**src/rtl/uart_rx_param_if.sv**
```systemverilog
// Signal bundle between a serial line driver and the uart_rx_param receiver.
// valid is a one-cycle pulse with no ready/backpressure: a consumer must take
// data/frame_err/parity_err in that cycle or read the held values later.
interface uart_rx_param_if #(
   parameter int DATA_BITS = 8
);
   logic                 tick;
   logic                 en;
   logic                 rx;
   logic [DATA_BITS-1:0] data;
   logic                 valid;
   logic                 busy;
   logic                 frame_err;
   logic                 parity_err;
   logic [2:0]           state_dbg;

   modport master (
      output tick, en, rx,
      input  data, valid, busy, frame_err, parity_err, state_dbg
   );

   modport slave (
      input  tick, en, rx,
      output data, valid, busy, frame_err, parity_err, state_dbg
   );
endinterface

```
**src/rtl/uart_rx_param.sv**
```systemverilog
// Oversampling UART receiver with configurable data bits, parity and stop bits.
// Define UART_RX_MAJORITY_EN to decide each bit by a 3-sample majority vote around mid-bit.
module uart_rx_param #(
   parameter int DATA_BITS  = 8,
   parameter int OVERSAMPLE = 16,
   parameter int PARITY     = 0,
   parameter int STOP_BITS  = 1
) (
   input  logic           clk,
   input  logic           rst_n,
   uart_rx_param_if.slave bus
);

   localparam int CW = $clog2(OVERSAMPLE);
   localparam int BW = $clog2(DATA_BITS + 1);
`ifdef UART_RX_MAJORITY_EN
   localparam int DECIDE = OVERSAMPLE / 2 + 1;
`else
   localparam int DECIDE = OVERSAMPLE / 2;
`endif
   localparam logic [CW-1:0] DECIDE_IDX = CW'(DECIDE);
   localparam logic [CW-1:0] LAST_IDX   = CW'(OVERSAMPLE - 1);
   localparam logic [BW-1:0] LAST_DATA  = BW'(DATA_BITS - 1);
   localparam logic [BW-1:0] LAST_STOP  = BW'(STOP_BITS - 1);

   typedef enum logic [2:0] {
      ST_IDLE   = 3'd0,
      ST_START  = 3'd1,
      ST_DATA   = 3'd2,
      ST_PARITY = 3'd3,
      ST_STOP   = 3'd4
   } state_t;

   logic                 rx_s1, rx_s2, rx_sync;
   state_t               state, state_n;
   logic [CW-1:0]        cnt, cnt_n, cnt_inc;
   logic [BW-1:0]        bit_cnt, bit_n;
   logic [DATA_BITS-1:0] shreg, sh_n;
   logic                 fe_stg, fe_stg_n;
   logic                 pe_stg, pe_stg_n;
   logic                 armed, armed_n;
   logic                 commit;
   logic                 fe_final;
   logic                 sample_now, bit_end, bit_val, exp_par;
   logic [DATA_BITS-1:0] data_q;
   logic                 valid_q, fe_q, pe_q;

   always_ff @(posedge clk or negedge rst_n) begin
      if (!rst_n) begin
         rx_s1 <= 1'b1;
         rx_s2 <= 1'b1;
      end else begin
         rx_s1 <= bus.rx;
         rx_s2 <= rx_s1;
      end
   end
   assign rx_sync = rx_s2;

   // cnt holds the index of the most recent tick inside the current bit; the
   // tick that detects the start edge is index 0, so cnt_inc is this tick's index.
   assign cnt_inc    = cnt + 1'b1;
   assign sample_now = bus.tick && (cnt_inc == DECIDE_IDX);
   assign bit_end    = bus.tick && (cnt_inc == LAST_IDX);
   assign exp_par    = (PARITY == 1) ? ~(^shreg) : (^shreg);

`ifdef UART_RX_MAJORITY_EN
   localparam logic [CW-1:0] PRE1_IDX = CW'(OVERSAMPLE / 2 - 1);
   localparam logic [CW-1:0] PRE2_IDX = CW'(OVERSAMPLE / 2);
   logic [1:0] hist;

   always_ff @(posedge clk or negedge rst_n) begin
      if (!rst_n) begin
         hist <= 2'b11;
      end else if (bus.tick) begin
         if (cnt_inc == PRE1_IDX) hist[1] <= rx_sync;
         if (cnt_inc == PRE2_IDX) hist[0] <= rx_sync;
      end
   end
   assign bit_val = (hist[1] & hist[0]) | (hist[1] & rx_sync) | (hist[0] & rx_sync);
`else
   assign bit_val = rx_sync;
`endif

   assign fe_final = fe_stg | ~bit_val;

   // armed blocks a new start until the line has been seen high on a tick,
   // which is what stops a held-low break from retriggering frames.
   always_comb begin
      state_n  = state;
      cnt_n    = cnt;
      bit_n    = bit_cnt;
      sh_n     = shreg;
      fe_stg_n = fe_stg;
      pe_stg_n = pe_stg;
      armed_n  = armed | (bus.tick & rx_sync);
      commit   = 1'b0;
      if (!bus.en) begin
         state_n = ST_IDLE;
         armed_n = 1'b0;
      end else begin
         if (bus.tick && (state != ST_IDLE)) cnt_n = cnt_inc;
         case (state)
            ST_IDLE: begin
               if (bus.tick && !rx_sync && armed) begin
                  state_n  = ST_START;
                  cnt_n    = '0;
                  bit_n    = '0;
                  fe_stg_n = 1'b0;
                  pe_stg_n = 1'b0;
                  armed_n  = 1'b0;
               end
            end
            ST_START: begin
               if (sample_now && bit_val) begin
                  state_n = ST_IDLE;
               end else if (bit_end) begin
                  state_n = ST_DATA;
               end
            end
            ST_DATA: begin
               if (sample_now) sh_n = {bit_val, shreg[DATA_BITS-1:1]};
               if (bit_end) begin
                  if (bit_cnt == LAST_DATA) begin
                     bit_n   = '0;
                     state_n = (PARITY != 0) ? ST_PARITY : ST_STOP;
                  end else begin
                     bit_n = bit_cnt + 1'b1;
                  end
               end
            end
            ST_PARITY: begin
               if (sample_now) pe_stg_n = (bit_val != exp_par);
               if (bit_end) state_n = ST_STOP;
            end
            ST_STOP: begin
               if (sample_now) begin
                  if (bit_cnt == LAST_STOP) begin
                     commit  = 1'b1;
                     state_n = ST_IDLE;
                  end else begin
                     fe_stg_n = fe_final;
                  end
               end
               if (bit_end) bit_n = bit_cnt + 1'b1;
            end
            default: state_n = ST_IDLE;
         endcase
      end
   end

   always_ff @(posedge clk or negedge rst_n) begin
      if (!rst_n) begin
         state   <= ST_IDLE;
         cnt     <= '0;
         bit_cnt <= '0;
         shreg   <= '0;
         fe_stg  <= 1'b0;
         pe_stg  <= 1'b0;
         armed   <= 1'b0;
      end else begin
         state   <= state_n;
         cnt     <= cnt_n;
         bit_cnt <= bit_n;
         shreg   <= sh_n;
         fe_stg  <= fe_stg_n;
         pe_stg  <= pe_stg_n;
         armed   <= armed_n;
      end
   end

   always_ff @(posedge clk or negedge rst_n) begin
      if (!rst_n) begin
         data_q  <= '0;
         valid_q <= 1'b0;
         fe_q    <= 1'b0;
         pe_q    <= 1'b0;
      end else begin
         valid_q <= commit;
         if (commit) begin
            data_q <= shreg;
            fe_q   <= fe_final;
            pe_q   <= (PARITY != 0) && pe_stg;
         end
      end
   end

   assign bus.data       = data_q;
   assign bus.valid      = valid_q;
   assign bus.busy       = (state != ST_IDLE);
   assign bus.frame_err  = fe_q;
   assign bus.parity_err = pe_q;
   assign bus.state_dbg  = state;

endmodule

```
**src/flat_wrapper.sv**
```systemverilog
// flat-port wrapper written by rule: the top's interface ports become plain ports
module uart_rx_param_flat 
#(
   parameter int DATA_BITS  = 8,
   parameter int OVERSAMPLE = 16,
   parameter int PARITY     = 0,
   parameter int STOP_BITS  = 1
)
  (clk, rst_n, bus_tick, bus_en, bus_rx, bus_data, bus_valid, bus_busy, bus_frame_err, bus_parity_err, bus_state_dbg);
  uart_rx_param_if #(.DATA_BITS(DATA_BITS)) bus_i ();
  input  logic clk;
  input  logic rst_n;
  input wire logic [$bits(bus_i.tick)-1:0] bus_tick;
  input wire logic [$bits(bus_i.en)-1:0] bus_en;
  input wire logic [$bits(bus_i.rx)-1:0] bus_rx;
  output wire logic [$bits(bus_i.data)-1:0] bus_data;
  output wire logic [$bits(bus_i.valid)-1:0] bus_valid;
  output wire logic [$bits(bus_i.busy)-1:0] bus_busy;
  output wire logic [$bits(bus_i.frame_err)-1:0] bus_frame_err;
  output wire logic [$bits(bus_i.parity_err)-1:0] bus_parity_err;
  output wire logic [$bits(bus_i.state_dbg)-1:0] bus_state_dbg;
  assign bus_i.tick = bus_tick;
  assign bus_i.en = bus_en;
  assign bus_i.rx = bus_rx;
  assign bus_data = bus_i.data;
  assign bus_valid = bus_i.valid;
  assign bus_busy = bus_i.busy;
  assign bus_frame_err = bus_i.frame_err;
  assign bus_parity_err = bus_i.parity_err;
  assign bus_state_dbg = bus_i.state_dbg;
  uart_rx_param #(.DATA_BITS(DATA_BITS), .OVERSAMPLE(OVERSAMPLE), .PARITY(PARITY), .STOP_BITS(STOP_BITS)) u_core (.clk(clk), .rst_n(rst_n), .bus(bus_i));
endmodule
```
**config.mk**
```make
export PLATFORM = sky130hd
export DESIGN_NAME = uart_rx_param_flat
export DESIGN_NICKNAME = d
export VERILOG_FILES = /design/src/rtl/uart_rx_param_if.sv /design/src/rtl/uart_rx_param.sv /design/src/flat_wrapper.sv
export SDC_FILE = /design/constraint.sdc
export NUM_CORES = 1
export LEC_CHECK = 0
export CAP_MARGIN = 20
export CORE_UTILIZATION = 50
export CTS_CLUSTER_DIAMETER = 120
export DETAILED_ROUTE_END_ITERATION = 10
export GPL_ROUTABILITY_DRIVEN = 0
export PLACE_DENSITY_LB_ADDON = 0.25
export SLEW_MARGIN = 5
export SYNTH_ARGS = -nofsm -noshare
export SYNTH_HDL_FRONTEND = slang
export SYNTH_SLANG_ARGS = --single-unit
```
**constraint.sdc**
```tcl
create_clock -name clk -period 3.1 [get_ports clk]
set_clock_uncertainty 0.1 [all_clocks]
set_input_delay 0.62 -clock clk [delete_from_list [all_inputs] [get_ports clk]]
set_output_delay 0.62 -clock clk [all_outputs]
set_load 0.01 [all_outputs]
```
== After elaboration in Yosys (flattened, before gate mapping) ==
Index checks and enable logic that the tools add are counted.
Word-level totals
  logic and storage cells: 81
  input port bits: 5
  register bits after elaboration: 33
  output and inout bits: 15
Cells by class
  muxes and demuxes: 29
  $add $sub $neg: 2
  reduce and logical (&&, ||, !) cells: 16
  bitwise operators: 4
  equal/unequal tests: 19
Operators with widths (count)
  $mux W4: 7
  $mux W3: 9
  $ne A3 B2 Y1 const B: 6
  $pmux W3 S5: 1
  $pmux W4 S3: 1
  $mux W1: 10
  $reduce_and A5 Y1: 2
  $add A4 B1 Y4 const B: 2
  $eq A4 B4 Y1 const B: 2
  $ne A2 B1 Y1 const B: 4
  $reduce_and A7 Y1: 1
  $eq A3 B2 Y1 const B: 2
  $logic_and A1 B1 Y1: 6
  $reduce_bool A3 Y1: 2
  $eq A4 B3 Y1 const B: 1
  $logic_not A4 Y1: 1
  $ne A4 B2 Y1 const B: 1
  $eq A3 B1 Y1 const B: 1
  $eq A3 B3 Y1 const B: 1
  $logic_not A3 Y1: 1
  $reduce_and A3 Y1: 1
  $ne A2 B2 Y1 const B: 1
  $or A1 B1 Y1: 2
  $pmux W1 S2: 1
  4 further kinds: 4

== Logic depth before layout (Yosys ltp) ==
Gate-level depths: netlist of run 1.
  depth after elaboration: 7
  gate-level depth with buffers: 8
  depth with buffers taken out: 7

== Worst setup path after synthesis of run 1 ==
OpenSTA, ideal clock, no wires.
  kind: reg-to-reg
  start point: register u_core.cnt[2]
  end point: register u_core.data_q[0], in the netlist u_core.bus.data[0]
  library setup time: 0.125 ns
  cell stages (with the launch flop): 6
  clock period less this slack: 2.277 ns
  data required time: 2.875 ns
  data arrival time: 2.052 ns
  slack: 0.823 ns
  path buffers: 0
  cell sequence: dfrtp_1 -> and3_4 -> mux2_4 -> or3_4 -> nor3_4 -> mux2_2
Between the ends
  cells in the longest elaborated chain, start to end: 6
RTL lines
  from (decl): RTL line uart_rx_param.sv:36  | logic [CW-1:0] cnt, cnt_n, cnt_inc;
  from (signal assigned): RTL line uart_rx_param.sv:162  | cnt <= cnt_n;
  $add A4 B1 Y4: RTL line uart_rx_param.sv:61  | assign cnt_inc = cnt + 1'b1;
  $eq A4 B4 Y1: RTL line uart_rx_param.sv:62  | assign sample_now = bus.tick && (cnt_inc == DECIDE_IDX);
  $logic_and A1 B1 Y1: RTL line uart_rx_param.sv:62
  $mux W1: RTL line uart_rx_param.sv:136  | if (sample_now) begin
  $mux W1: RTL line uart_rx_param.sv:102  | case (state)
  $mux W1: RTL line uart_rx_param.sv:97  | if (!bus.en) begin
  to (signal assigned): RTL line uart_rx_param.sv:180  | data_q <= shreg;
  to (decl): RTL line uart_rx_param.sv:45  | logic [DATA_BITS-1:0] data_q;
No other way between the ends.
A chain may end at the register's enable or synchronous reset.

== Final worst setup path of run 1 ==
  start point: register u_core.state[2], in the netlist u_core.bus.state_dbg[2]
  end point: output port bus_busy
Between the ends
  cells in the longest elaborated chain, start to end: 1
RTL lines
  from (decl): RTL line uart_rx_param.sv:35  | state_t state, state_n;
  from (signal assigned): RTL line uart_rx_param.sv:161  | state <= state_n;
  $reduce_bool A3 Y1: RTL line uart_rx_param.sv:189  | assign bus.busy = (state != ST_IDLE);
  to (decl): RTL line flat_wrapper.sv:18  | output wire logic [$bits(bus_i.busy)-1:0] bus_busy;
No other way between the ends.

==> results of run 1 <==
-- worst reg2reg max path: cells and delay by family (launching register included) --
| family | cells | cell delay, ns |
|---|---|---|
| fa+ha+maj | 1 | 0.27 |
| mux | 1 | 0.39 |
| xor+xnor | 1 | 0.25 |
| flops | 1 | 0.45 |
| simple gates | 3 | 0.86 |
-- logic make-up (layout without fill, tap and decap cells) --
logic type | count (synthesis) | after routing | synth area share [%]
xor gates and xnor gates | 2 | 2 | 1.052
buffers and inverters | 10 | 35 | 2.479
adders and majority gates | 5 | 5 | 3.757
other | 1 | 1 | 0.2252
DFF | 33 | 33 | 49.74
muxes | 20 | 20 | 13.60
AOI/OAI and AO/OA | 26 | 26 | 10.67
and+or+nand+nor | 54 | 54 | 18.48
-- per-stage QoR --
step	util [%]	area [um^2]	std cells	setup WS, ns	power, mW
3_3_place_gp	61.61	1912	212	0.2764	0.5690
2_1_floorplan	-	1665	151	0.8230	0.5361
4_1_cts	64.35	1997	220	0.3526	0.9099
5_1_grt	64.35	1997	220	0.2404	0.9565
3_5_place_dp	61.61	1912	212	0.2056	0.5796
6_report	64.35	1997	220	0.3580	0.9051
-- metal layers --
metal,global-route usage [%],vias to the layer above,wire length [um]
met5,0,-,0
met4,7.973,0,41
met3,6.277,6,134
met2,30.48,29,1457
met1,24.83,597,1447
li1,-,581,-
-- power breakdown --
part | switching, mW | internal, mW
combinational | 0.0590 | 0.0393
sequential | 0.0228 | 0.449
clock | 0.142 | 0.193
total | 0.224 | 0.681
-- final cells by class --
| cell class | count | area [um^2] |
|---|---|---|
| inverters | 4 | 15.01 |
| fillers | 272 | 1106 |
| repair buffers | 23 | 217.7 |
| clock inverters | 1 | 30.03 |
| clock buffers | 7 | 55.05 |
| multi-input cells | 108 | 795.8 |
| flip-flops and latches | 33 | 828.3 |
| well taps | 44 | 55.05 |
-- Yosys cell counts (2+ instances only) --
cell / instances / share of area, %
dfrtp_1: 31 / 47
mux2_2: 17 / 11
nand2_1: 16 / 3.6
nor2_1: 8 / 1.8
a21oi_1: 5 / 1.5
clkbuf_1: 5 / 1.1
ha_1: 5 / 3.8
nand3_1: 5 / 1.5
nor2b_1: 5 / 1.9
o21ai_0: 5 / 1.5
inv_1: 4 / 0.90
nand2b_1: 4 / 1.5
and3b_1: 2 / 1.1
dfstp_2: 2 / 3.2
mux2i_1: 2 / 1.2
o211ai_1: 2 / 0.90
o22ai_1: 2 / 0.75
o31ai_1: 2 / 0.90
-- worst max-delay path by stage --
stage                                       start            endpoint  slack, ns  depth (start not counted)
final                     u_core.bus.state_dbg[2]            bus_busy       0.36                          4
after global routing      u_core.bus.state_dbg[2]            bus_busy       0.24                          4
after CTS                 u_core.bus.state_dbg[2]            bus_busy       0.35                          4
after detailed placement                 bus_tick     u_core.shreg[1]       0.21                          6
after global placement                   bus_tick     u_core.shreg[3]       0.28                          6
after floorplan                     u_core.cnt[2]  u_core.bus.data[0]       0.82                          5
-- state kept, by name (all words and copies together), names as in the netlist --
name	flops
u_core.rx_s1	1
u_core.bit_cnt	4
u_core.bus.data	8
u_core.fe_stg	1
u_core.bus.valid	1
u_core.bus.frame_err	1
u_core.cnt	4
u_core.bus.state_dbg	3
u_core.shreg	8
u_core.bit_val	1
u_core.armed	1
==> key figures, run 1 <==
Routing
  • Antenna Violating Nets Remaining: 0
  • DR DRC count: 0
  • WL final: a little over 3000 um
  • First-pass DRT Iterations: 4
  • DR iter-0 viols: 25
  • Routed vias: around 1,200
  • Vias per inst: between 5 and 6
  • Routed len/inst: between 10 and 15 um

Setup path
  • Worst-path fanout max: 11
  • Setup slack, reg-to-reg: 0.66 ns
  • R2R Path Start: u_core.cnt[0]
  • CP max stage cell: dfrtp_1
  • Worst Path Arrival: just over 2 ns
  • Crit path cell chain: or2_2, nor2_1, inv_1, clkdlybuf4s50_1
  • Worst Path Buf+Inv: 2
  • CP top delay family: buffers and inverters
  • Worst stage delay on the critical path: approximately 0.50 ns
  • R2r endpoint: u_core.shreg[1]
  • Crit. End Element: primary output
  • Kind of critical path: flip-flop to primary output
  • CP Launch Type: flip-flop
  • R2R depth: 6
  • CP required: between 2 and 2.5 ns

Yosys
  • Post-Syn Area: ~0.0017 mm^2
  • Cells after Synth: between 150 and 200
  • Syn. warnings: 0
  • Primary FF master, synth: dfrtp_1
  • Sequential area share after synthesis: between 40% and 50%
  • Yosys cell types: 47
  • Ys async rst share: 100.0%
  • Synth Net Count: ~160
  • Number of enable flip-flop cells after synthesis: 0
  • #FFs+latches synth: 33
  • Avg Inst Size Synth: ~11 um^2

Clock tree
  • Clock Sinks: 33
  • PostCTS Resize Cnt: 0
  • Reg clk slew, reported paths: about 0.10 ns
  • Setup bufs post-CTS: 0
  • Hold_buf cts: 0
  • CTS root buffer: clkbuf_4
  • Total CTS buffers: 5
  • H-tree depth reported by CTS: 2
  • Longest Clk Path Bufs: 2
  • CTS tree: done
  • Skew-Pair Late Insertion Delay: around 0.33 ns

Global route
  • Total gr overflow: 0
  • Pin count of the biggest net entering global routing: 34
  • Global-route usage over all layers: between 15 and 20%
  • Vias in the first global route: between 1,000 and 1,500
  • Initial antenna violation count: 0
  • First-pass GRT wire length: 5064 um

Cells and area
  • Commonest non-fill, non-tap cell in the layout: dfrtp_1
  • Commonest cells after routing, fill and taps aside: dfrtp_1, clkdlybuf4s50_1, mux2_2, nand2_1, nor2_1
  • Final nets: 185
  • Proportion of layout cells with a drive suffix above 1: between 20% and 30%
  • Antenna diodes: 0
  • Area delta synth->final: 19.91%

STA
  • Worst hold slack: 0.2617 ns
  • Final period util: 88.45%
  • Max-slew violations: 0
  • Final Hold Fails: 0
  • RSZ-0062 raised after global routing: false
  • Final TNS setup: 0 ns
  • F_max: approximately 360 MHz
  • Final setup violation count: 0
  • Worst slew margin: between 60% and 70%
  • Final worst path period need: approximately 2.7 ns
  • Worst slew pin tran: 0.5551 ns

Power
  • Pwr Density: roughly 450 mW/mm^2
  • Leak pwr: roughly 0.9 nW
  • Max IR drop VDD: 0.2077 mV

Min path
  • Worst Hold Launch: u_core.rx_s1
  • Hold EP: u_core.bit_val
  • Worst Hold Class: flip-flop to flip-flop
  • Worst Hold Depth: 0

Floorplanning
  • Core area: between 0.003 and 0.004 mm^2
  • Std-Cell Rows: 20
  • Die Y-Extent: roughly 60 um
  • Starting Density: between 50% and 60%
  • Ports: 20
  • Chip Width: ~60 um
  • Die area: about 0.0036 mm^2

Place
  • Number of buffers added on ports: 18
  • Final HPWL DP: approximately 2200 um

Run
  • Max-cap violations: 0

Outcome
  • Status: finished clean
Power figures use the tool's default switching activity.
==> run 2, diff against run 1 <==
--- a/config.mk
+++ b/config.mk
@@ -10,6 +10,7 @@
 export CTS_CLUSTER_DIAMETER = 120
 export DETAILED_ROUTE_END_ITERATION = 10
 export GPL_ROUTABILITY_DRIVEN = 0
+export HOLD_SLACK_MARGIN = 0.02
 export PLACE_DENSITY_LB_ADDON = 0.25
 export SLEW_MARGIN = 5
 export SYNTH_ARGS = -nofsm -noshare
==> results of run 2 <==
Same layout as run 1: the final DEF is identical, and so are final timing and power.
==> run 3, diff against run 2 <==
--- a/config.mk
+++ b/config.mk
@@ -6,12 +6,14 @@
 export NUM_CORES = 1
 export LEC_CHECK = 0
 export CAP_MARGIN = 20
-export CORE_UTILIZATION = 50
+export CORE_UTILIZATION = 35
 export CTS_CLUSTER_DIAMETER = 120
 export DETAILED_ROUTE_END_ITERATION = 10
 export GPL_ROUTABILITY_DRIVEN = 0
 export HOLD_SLACK_MARGIN = 0.02
+export MAX_ROUTING_LAYER = met4
 export PLACE_DENSITY_LB_ADDON = 0.25
+export SKIP_CTS_REPAIR_TIMING = 1
 export SLEW_MARGIN = 5
 export SYNTH_ARGS = -nofsm -noshare
 export SYNTH_HDL_FRONTEND = slang
==> run 3 against run 2 <==
The run now ends with design-rule violations left. Sequential share of layout area fell by 0.69 points. Critical endpoint unchanged. Maximum frequency rose by 1.2%. Non-clock buffer count fell by 1. Power rose by 8.5%. First-iteration DRC count rose to 3.3 times the previous value. Wire length rose by 5.0%. Worst setup slack improved by 0.033 ns. Register-to-register slack got worse by 0.08 ns. Cell area rose by 1.7%. Combinational power rose by 1%.
==> key figures, run 3 (synthesis gave the netlist of run 1 again) <==
Setup path
  • R2R depth: 6
  • Crit path cell chain: or2_2, nor2_1, inv_1, clkdlybuf4s50_1
  • Kind of critical path: flip-flop to primary output
  • Worst Path Buf+Inv: 2
  • CP top delay family: simple AND/OR/NAND/NOR gates
  • R2r endpoint: u_core.bus.data[7]
  • Worst-path fanout max: 11
  • Worst Path Arrival: approximately 2.0 ns
  • Setup slack, reg-to-reg: 0.58 ns
  • Crit. End Element: primary output
  • CP required: about 2.4 ns
  • CP Launch Type: flip-flop
  • R2R Path Start: u_core.cnt[0]
  • CP max stage cell: clkdlybuf4s50_1
  • Worst stage delay on the critical path: around 0.5 ns

STA
  • Final setup violation count: 0
  • Worst slew margin: 64.67%
  • RSZ-0062 raised after global routing: false
  • Max-slew violations: 0
  • Worst slew pin tran: between 0.5 and 0.6 ns
  • Post-route setup slack: ~0.39 ns
  • F_max: about 370 MHz
  • Worst hold slack: about 0.26 ns
  • Final Hold Fails: 0
  • Final TNS setup: 0 ns
  • Final period util: 87.40%
  • Final worst path period need: ~2.7 ns

Routing
  • Vias per inst: between 5 and 6
  • Antenna Violating Nets Remaining: 0
  • DR DRC count: 2
  • WL final: 3235 um
  • Routed vias: ~1,200
  • Routed len/inst: approximately 14 um
  • First-pass DRT Iterations: 7
  • DR iter-0 viols: slightly above 80

Clock tree
  • H-tree depth reported by CTS: 2
  • Reg clk slew, reported paths: around 0.070 ns
  • Longest Clk Path Bufs: 2
  • Skew-Pair Late Insertion Delay: 0.28 ns
  • CTS tree: done
  • Total CTS buffers: 5
  • Clock Sinks: 33
  • CTS root buffer: clkbuf_8

Power
  • Internal Pwr Total: about 0.75 mW
  • Combinational share of power: just over 10%
  • Total power: 0.9821 mW
  • Pwr Density: slightly below 500 mW/mm^2
  • Sw Share: a little under a quarter
  • Leak pwr: 0.9261 nW
  • Max IR drop VDD: approximately 0.37 mV
  • Clock group share of total power: between 40% and 50%
  • Switching Power: 0.2313 mW
  • Flop pwr share: 48.0%

Cells and area
  • Non-filler cells, final: ~230
  • Antenna diodes: 0
  • Commonest cells after routing, fill and taps aside: dfrtp_1, clkdlybuf4s50_1, mux2_2, nand2_1, nor2_1
  • Final nets: 184
  • Util after Layout: 45.39%
  • Finished Cell Area: 0.002031 mm^2
  • Commonest non-fill, non-tap cell in the layout: dfrtp_1
  • Area delta synth->final: 21.94%
  • Proportion of layout cells with a drive suffix above 1: 22.29%
  • Fillers: ~400

Floorplanning
  • Core area: between 0.004 and 0.005 mm^2
  • Starting Density: roughly 37%
  • Ports: 20
  • Die area: ~0.0050 mm^2
  • Std-Cell Rows: 24
  • Die Y-Extent: about 70 um
  • Chip Width: approximately 70 um

Global route
  • Most used routing layer: met2
  • Vias in the first global route: 1,209
  • Met2 Usage GRT: between 20% and 30%
  • Total gr overflow: 0
  • Pin count of the biggest net entering global routing: 34
  • Met1 Resource Use GR: 17.51%
  • Initial antenna violation count: 0
  • Global-route usage over all layers: 14.58%
  • Met3 GRT Util: under 10%
  • First-pass GRT wire length: approximately 5600 um

Outcome
  • Status: complete, but fails checks
  • Failing checks: design-rule violations

Place
  • Placed insts: ~220
  • Pre-CTS setup slack: around 0.12 ns
  • Number of buffers added on ports: 18
  • Placed inst area: about 0.0019 mm^2
  • Final HPWL DP: 2329 um

Run
  • Max-cap violations: 0

Min path
  • Worst Hold Depth: 0
  • Worst Hold Class: flip-flop to flip-flop
  • Worst Hold Launch: u_core.rx_s1
  • Hold EP: u_core.bit_val
==> run 3: changes by cell type in the layout (fill, tap and decap cells not counted), sizes merged <==
cell / delta
buf: -1
==> run 3: worst max-delay path by stage <==
stage               depth (start not counted)  slack [ns]                 end                     from
CTS                                         4        0.40            bus_busy  u_core.bus.state_dbg[2]
finish                                      4        0.39            bus_busy  u_core.bus.state_dbg[2]
global route                                4        0.30            bus_busy  u_core.bus.state_dbg[2]
global placement                            6        0.19  u_core.bus.data[6]                 bus_tick
floorplan                                   5        0.82  u_core.bus.data[0]            u_core.cnt[2]
detailed placement                          6        0.12  u_core.bus.data[7]                 bus_tick
==> run 3: power groups by stage <==
stage	Clock (mW)	Combinational (mW)	Sequential, mW
floorplan	0	0.0625	0.474
CTS	0.426	0.100	0.472
global placement	0	0.0934	0.478
global route	0.443	0.111	0.475
detailed placement	0	0.0993	0.480
finish	0.411	0.0993	0.472
==> run 3: area by class of cell <==
class / count / area (um^2) / share of cell area [%]
Timing Repair Buffer: 22 / 210.2 / 10.35
Clock buffer: 7 / 86.33 / 4.251
Tap cell: 52 / 65.06 / 3.204
Multi-Input combinational cell: 108 / 795.8 / 39.19
Inverter: 4 / 15.01 / 0.7394
Sequential cell: 33 / 828.3 / 40.79
Clock inverter: 1 / 30.03 / 1.479
==> run 3: routing by layer <==
| metal | vias to the layer above | part of all wire, % | routed length (um) |
|---|---|---|---|
| li1 | 586 | - | - |
| met1 | 596 | 45 | 1448 |
| met2 | 35 | 48 | 1551 |
| met3 | 9 | 5.3 | 172 |
| met4 | 0 | 1.9 | 63 |
| met5 | - | 0 | 0 |
